<file path="src/rtl/apb_register_bank.sv">
// apb_register_bank: parametrised register bank behind apb_interface, with RO mapping and error flagging.
// Define REG_BANK_W1C_EN to enable write-1-to-clear registers selected by W1C_MASK.
//
// state   | meaning
// --------+----------------------------------------------------------
// ST_IDLE | waiting for wr/rd request; request fields latched on entry to WAIT/DONE
// ST_WAIT | access latency counter running down to zero
// ST_DONE | access committed on the exit edge; done/err pulse follows
module apb_register_bank #(
    parameter int                  DATA_W      = 8,
    parameter int                  ADDR_W      = 8,
    parameter int                  NUM_REGS    = 4,
    parameter int                  WAIT_CYCLES = 0,
    parameter logic [NUM_REGS-1:0] RO_MASK     = '0,
    parameter logic [DATA_W-1:0]   RST_VAL     = '0,
    parameter logic [NUM_REGS-1:0] W1C_MASK    = '0
) (
    input  logic                       clk_i,
    input  logic                       rst_i,
    input  logic [ADDR_W-1:0]          reg_addr_i,
    input  logic [DATA_W-1:0]          reg_data_i,
    output logic [DATA_W-1:0]          reg_data_o,
    input  logic                       reg_wr_en_i,
    input  logic                       reg_rd_en_i,
    output logic                       reg_wr_done_o,
    output logic                       reg_rd_done_o,
    output logic                       reg_err_o,
    input  logic [NUM_REGS*DATA_W-1:0] hw_status_i,
    input  logic [NUM_REGS*DATA_W-1:0] hw_set_i,
    output logic [NUM_REGS*DATA_W-1:0] reg_q_o
);

    typedef enum logic [1:0] {
        ST_IDLE,
        ST_WAIT,
        ST_DONE
    } state_t;

`ifdef REG_BANK_W1C_EN
    localparam logic [NUM_REGS-1:0] W1C_EFF = W1C_MASK;
`else
    localparam logic [NUM_REGS-1:0] W1C_EFF = '0;
`endif
    // W1C wins over RO for the same register index.
    localparam logic [NUM_REGS-1:0] RO_EFF     = RO_MASK & ~W1C_EFF;
    localparam int                  AW1        = ADDR_W + 1;
    localparam logic [ADDR_W:0]     NUM_REGS_A = AW1'(NUM_REGS);
    localparam logic [3:0]          WAIT_LOAD  = (WAIT_CYCLES > 0) ? 4'(WAIT_CYCLES - 1) : 4'd0;

    state_t                     state_q;
    state_t                     state_d;
    logic [3:0]                 wait_cnt_q;
    logic [ADDR_W-1:0]          addr_q;
    logic [DATA_W-1:0]          wdata_q;
    logic                       is_wr_q;
    logic                       req;
    logic                       commit_wr;
    logic                       commit_rd;
    logic                       addr_err;
    logic                       ro_hit;
    logic [DATA_W-1:0]          rd_sel;
    logic [NUM_REGS*DATA_W-1:0] rd_flat;
    logic                       unused_inputs;

    // Unused slices depend on the RO/W1C configuration; reduce them so nothing dangles.
    assign unused_inputs = ^{hw_status_i, hw_set_i, W1C_MASK};

    assign req       = reg_wr_en_i | reg_rd_en_i;
    assign commit_wr = (state_q == ST_DONE) &&  is_wr_q;
    assign commit_rd = (state_q == ST_DONE) && !is_wr_q;
    assign addr_err  = ({1'b0, addr_q} >= NUM_REGS_A);

    always_ff @(posedge clk_i or posedge rst_i) begin
        if (rst_i) begin
            state_q <= ST_IDLE;
        end else begin
            state_q <= state_d;
        end
    end

    always_comb begin
        state_d = state_q;
        case (state_q)
            ST_IDLE: begin
                if (req) begin
                    state_d = (WAIT_CYCLES > 0) ? ST_WAIT : ST_DONE;
                end
            end
            ST_WAIT: begin
                if (wait_cnt_q == 4'd0) begin
                    state_d = ST_DONE;
                end
            end
            ST_DONE: state_d = ST_IDLE;
            default: state_d = ST_IDLE;
        endcase
    end

    // Write has priority when both enables arrive together; the read is dropped.
    always_ff @(posedge clk_i or posedge rst_i) begin
        if (rst_i) begin
            addr_q     <= '0;
            wdata_q    <= '0;
            is_wr_q    <= 1'b0;
            wait_cnt_q <= 4'd0;
        end else if ((state_q == ST_IDLE) && req) begin
            addr_q     <= reg_addr_i;
            wdata_q    <= reg_data_i;
            is_wr_q    <= reg_wr_en_i;
            wait_cnt_q <= WAIT_LOAD;
        end else if ((state_q == ST_WAIT) && (wait_cnt_q != 4'd0)) begin
            wait_cnt_q <= wait_cnt_q - 4'd1;
        end
    end

    always_comb begin
        rd_sel = '0;
        ro_hit = 1'b0;
        for (int i = 0; i < NUM_REGS; i++) begin
            if (addr_q == ADDR_W'(i)) begin
                rd_sel = rd_flat[i*DATA_W +: DATA_W];
                ro_hit = RO_EFF[i];
            end
        end
    end

    // Out-of-range reads match no register, so rd_sel already returns zero.
    always_ff @(posedge clk_i or posedge rst_i) begin
        if (rst_i) begin
            reg_data_o    <= '0;
            reg_wr_done_o <= 1'b0;
            reg_rd_done_o <= 1'b0;
            reg_err_o     <= 1'b0;
        end else begin
            reg_wr_done_o <= commit_wr;
            reg_rd_done_o <= commit_rd;
            reg_err_o     <= (commit_wr && (addr_err || ro_hit)) || (commit_rd && addr_err);
            if (commit_rd) begin
                reg_data_o <= rd_sel;
            end
        end
    end

    for (genvar g = 0; g < NUM_REGS; g++) begin : g_reg
        if (RO_EFF[g]) begin : g_ro
            assign rd_flat[g*DATA_W +: DATA_W] = hw_status_i[g*DATA_W +: DATA_W];
            assign reg_q_o[g*DATA_W +: DATA_W] = '0;
        end else begin : g_rw
            logic              hit_wr;
            logic [DATA_W-1:0] val_q;

            assign hit_wr = commit_wr && (addr_q == ADDR_W'(g));

            always_ff @(posedge clk_i or posedge rst_i) begin
                if (rst_i) begin
                    val_q <= RST_VAL;
`ifdef REG_BANK_W1C_EN
                end else if (W1C_EFF[g]) begin
                    // Set is ORed after the clear so hardware events are never lost.
                    val_q <= (val_q & ~(hit_wr ? wdata_q : '0)) | hw_set_i[g*DATA_W +: DATA_W];
`endif
                end else if (hit_wr) begin
                    val_q <= wdata_q;
                end
            end

            assign rd_flat[g*DATA_W +: DATA_W] = val_q;
            assign reg_q_o[g*DATA_W +: DATA_W] = val_q;
        end
    end

endmodule

</file>
<file path="config.mk">
export PLATFORM = sky130hd
export DESIGN_NAME = apb_register_bank
export DESIGN_NICKNAME = d
export VERILOG_FILES = /design/src/rtl/apb_register_bank.sv
export SDC_FILE = /design/constraint.sdc
export NUM_CORES = 1
export LEC_CHECK = 0
export ABC_AREA = 1
export ABC_CLOCK_PERIOD_IN_PS = 2200
export CORE_MARGIN = 3
export CORE_UTILIZATION = 42
export CTS_BUF_LIST = sky130_fd_sc_hd__clkbuf_4
export CTS_CLUSTER_DIAMETER = 150
export DETAILED_ROUTE_END_ITERATION = 6
export PLACE_DENSITY_LB_ADDON = 0.1
export SLEW_MARGIN = 20
export SYNTH_ARGS = -nofsm -noshare
export SYNTH_HDL_FRONTEND = slang
export SYNTH_SLANG_ARGS = --single-unit
</file>
<file path="constraint.sdc">
create_clock -name clk_i -period 2.2 [get_ports clk_i]
set_input_delay 0.55 -clock clk_i [delete_from_list [all_inputs] [get_ports clk_i]]
set_output_delay 0.55 -clock clk_i [all_outputs]
set_load 0.05 [all_outputs]
</file>
==> run summary <==
The worst hold path belongs to the class flip-flop to flip-flop. The total cell area at the placement stage was 0.003301 sq mm; the number of antenna violations at the first check in global routing was 0. For the worst setup path, the data required time is 1.65 ns. The clock skew came out at 0.01775 ns. The startpoint identified for the worst hold timing path is reg_data_o[4]. After synthesis, the mean cell area works out to 9.048 sq um. The total area inside the core boundary comes to 0.005991 sq mm. The logs give 61 for the clock sink count and 77 for the number of DRC violations after detailed-routing iteration 0. Entering global routing, the biggest net connects 62 pins. The horizontal extent of the die came out at 84.91 um. The tools report the clock tree root driver cell as clkbuf_4.

The logs give 28 for the count of standard-cell rows and 0.62 ns for the setup slack of the worst register-to-register path. The count of endpoints failing hold in the final timing report was 0; the buffer and inverter count on the worst path was 1. Before antenna repair, the detailed router went through 4 iterations. TritonCTS built the clock tree. STA classifies the critical path endpoint as an output port. After clock tree synthesis, the flow added hold-fix buffers numbering 0.

The quantity of I/O buffers inserted on ports was 62. The post-synthesis sequential area ratio was 0.5837; the count of unique library cells instantiated by Yosys was 21. The design draws 2.878 mW. For this run, design rule violations remaining after detail routing come to 0.

The post-synth net total was 373; the die span in y was 84.91 um. The share of the clock period used by the worst path after layout was 0.9684; the net total in the final layout was 438. The logs give 0.7877 for the weighted congestion reported at the end of routability-driven placement and 3 for the number of H-tree levels.

Using the TritonRoute via totals, the vias-per-cell ratio works out to 4.769. Grouping stages by cell kind, the critical path spends the most delay in buffers and inverters. For this run, the number of Yosys warnings is 0. For the pin with the worst max-slew slack, the measured transition is 0.5239 ns. The aggregate negative setup slack is 0 ns. The global router's overall resource usage is 0.1669. The logs give 2 for the number of buffers on the longest clock path and 9 for the total CTS buffers.

The largest total area in the synthesized netlist belongs to dfrtp_1. The total non-filler cell area in the finished layout was 0.003475 sq mm; the data arrival time of the critical path was 1.58 ns. In this run the remaining antenna-violating nets after routing total 0. The total number of vias is 2065. The slowest library cell on the worst path is clkdlybuf4s50_1. Setup repair after global routing left no endpoint under its margin.

Based on the critical path, the design can be clocked at up to 469.4 MHz. The worst reg-to-reg path cell count is 6, and the area growth from synthesis to layout is 32.87%. The flow ran to the end, and the final reports show no timing, DRC or antenna violations. After synthesis the cells add up to 0.002615 sq mm. In this run the critical register-to-register path is captured at g_reg[1].g_rw.val_q[0]. The kind of start point of the critical path is a flip-flop. The tools report the worst slew slack as a fraction of its limit as 0.6502. The total of endpoints with negative setup slack in the final report is 0, and the reported leakage power is 2.124 nW. The number of antenna diodes in the final layout is 0. In this run the critical register-to-register path is launched from addr_q[2].

The HPWL after detailed placement is 4.132 mm. Number of cells produced by synthesis: 289. The critical path is of the flip-flop to output port type. The clock transition time at the flip-flop clock pins of the worst setup and hold paths was 0.09 ns; the maximum cell stage delay along the critical path was 0.81 ns. After synthesis, the cell types taking the most area are dfrtp_1 (58%), nand2_1 (13%), o21ai_1 (7.1%). In this run the worst path has a maximum fanout of 3. Share of layout cells above drive strength 1: 0.1229. The first global-routing pass estimated 9.418 mm of wire. The clock period could shrink to 2.130 ns.

The hold-critical path depth was 2. The tools report the number of max-capacitance violations reported as 0. The register bit count reported by yosys was 61.

For this run the aggregate overflow at the end of global routing stands at 0. The endpoint of the worst hold-timing path was reg_data_o[4]. The die footprint was 0.007209 sq mm. The power per cell area is 828.4 mW/mm^2, and the clock latency on the worst-skew pair is 0.39 ns. 127 I/O pins were placed. Wires add up to 5.642 mm. The logs give 1982 for the number of global-route vias before repair and 533 for the count of filler cells inserted in the layout.

Traced cell by cell, the critical path runs through clkdlybuf4s50_1. The run gives 0.4365 as the initial core utilization. The number of max-slew violations in the final report was 0; the wire length per cell was 13.03 um.

The largest vdd supply drop came out at 0.4482 mV. The top-area cell type share of the netlist area works out to 0.5837.
[synth_stat cells]
master	instances
inv_2	6
nand2_2	4
buf_6	1
nand4_1	1
dfrtp_1	61
nor2_2	2
o21ai_2	8
o21ai_1	37
nor2_1	5
buf_4	2
nand3_2	2
nor2_4	3
clkbuf_1	4
nand2_4	3
a21oi_1	7
nand3_1	18
inv_1	20
nand2_1	94
buf_2	3
nor3_4	1
o21ai_0	7
[state kept, by name (all words and copies together) (netlist names)]
name and flops:
is_wr_q 1, reg_rd_done_o 1, reg_wr_done_o 1, wdata_q 8, reg_data_o 8, reg_err_o 1
state_q 1, addr_q 8, g.g_rw.val_q 32
[cells in the final DEF, fill, tap and decap left out]
cell and n:
nand3_1 18, nor2_4 3, clkinv_2 1, nand2_2 4, o21ai_2 8, clkdlybuf4s50_1 32, nand2_4 3, o21ai_0 7
nor2_2 2, inv_1 19, nor3_4 1, dlymetal6s2s_1 30, a21oi_1 7, inv_2 7, buf_4 1, nand2_1 94
nor2_1 5, clkinv_1 3, nand3_2 2, o21ai_1 37, buf_12 1, nand4_1 1, clkbuf_4 11, dfrtp_1 61
[metal layers]
layer  GRT usage  up-vias  part of all wire  routed length [um]
met5           0        -                 0                   0
met4     0.08201        0             0.011                  64
met3     0.03883        6             0.060                 341
li1            -     1068                 -                   -
met1      0.2375      931              0.50                2812
met2      0.2406       60              0.43                2423
[area by class of cell]
| type | count | area [sq um] | share of cell area |
|---|---|---|---|
| Sequential cell | 61 | 1526 | 0.4393 |
| Multi-Input combinational cell | 192 | 934.6 | 0.2690 |
| Timing Repair Buffer | 64 | 723.2 | 0.2081 |
| Inverter | 26 | 97.59 | 0.02809 |
| Tap cell | 75 | 93.84 | 0.02701 |
| Clock buffer | 11 | 82.58 | 0.02377 |
| Clock inverter | 4 | 16.27 | 0.004681 |
[metrics by stage]
step | utilization | instances | hold slack, ns | worst slack (ns)
floorplan | - | 289 | 0.4534 | 0.1370
global placement | 0.5510 | 418 | 0.4620 | 0.4537
detailed placement | 0.5510 | 418 | 0.4652 | 0.4438
CTS | 0.5675 | 433 | 0.4886 | 0.0006192
global route | 0.5800 | 433 | 0.5180 | 0.006276
finish | 0.5800 | 433 | 0.4880 | 0.06954
[power by group]
part / switching [mW] / internal, mW
registers: 0.117 / 1.27
logic: 0.608 / 0.278
clock network: 0.370 / 0.240
total: 1.10 / 1.78
[worst max-delay path by stage]
stage | start | end | slack, ns | cells past startpoint
2_1_floorplan | rst_i | addr_q[0] | 0.14 | 1
3_3_place_gp | g_reg[3].g_rw.val_q[3] | reg_q_o[27] | 0.45 | 1
3_5_place_dp | reg_wr_en_i | addr_q[1] | 0.44 | 5
4_1_cts | g_reg[3].g_rw.val_q[3] | reg_q_o[27] | 0.0006 | 1
5_1_grt | g_reg[2].g_rw.val_q[0] | reg_q_o[16] | 0.006 | 1
6_report | g_reg[0].g_rw.val_q[5] | reg_q_o[5] | 0.07 | 1
[worst reg2reg max path, delay by kind of cell, from the launching register on]
kind               cells  cell delay (ns)
and+or+nand+nor        5             1.00
AOI/OAI and AO/OA      1             0.08
DFF                    1             0.38
[timing repair]
item / 4_1_cts / 5_1_grt
buffers inserted: 0 / 0
resized for setup: 0 / 30
setup endpoints to repair: 0 / 30
[logic make-up (layout without fill, tap and decap cells)]
logic type / count (synthesis) / count (layout) / synth area share
AND/OR/NAND/NOR: 133 / 133 / 0.2330
flip-flops: 61 / 61 / 0.5837
AO/OA/AOI/OAI: 59 / 59 / 0.1244
buffers and inverters: 36 / 105 / 0.05884
(Power assumes the default switching activity.)
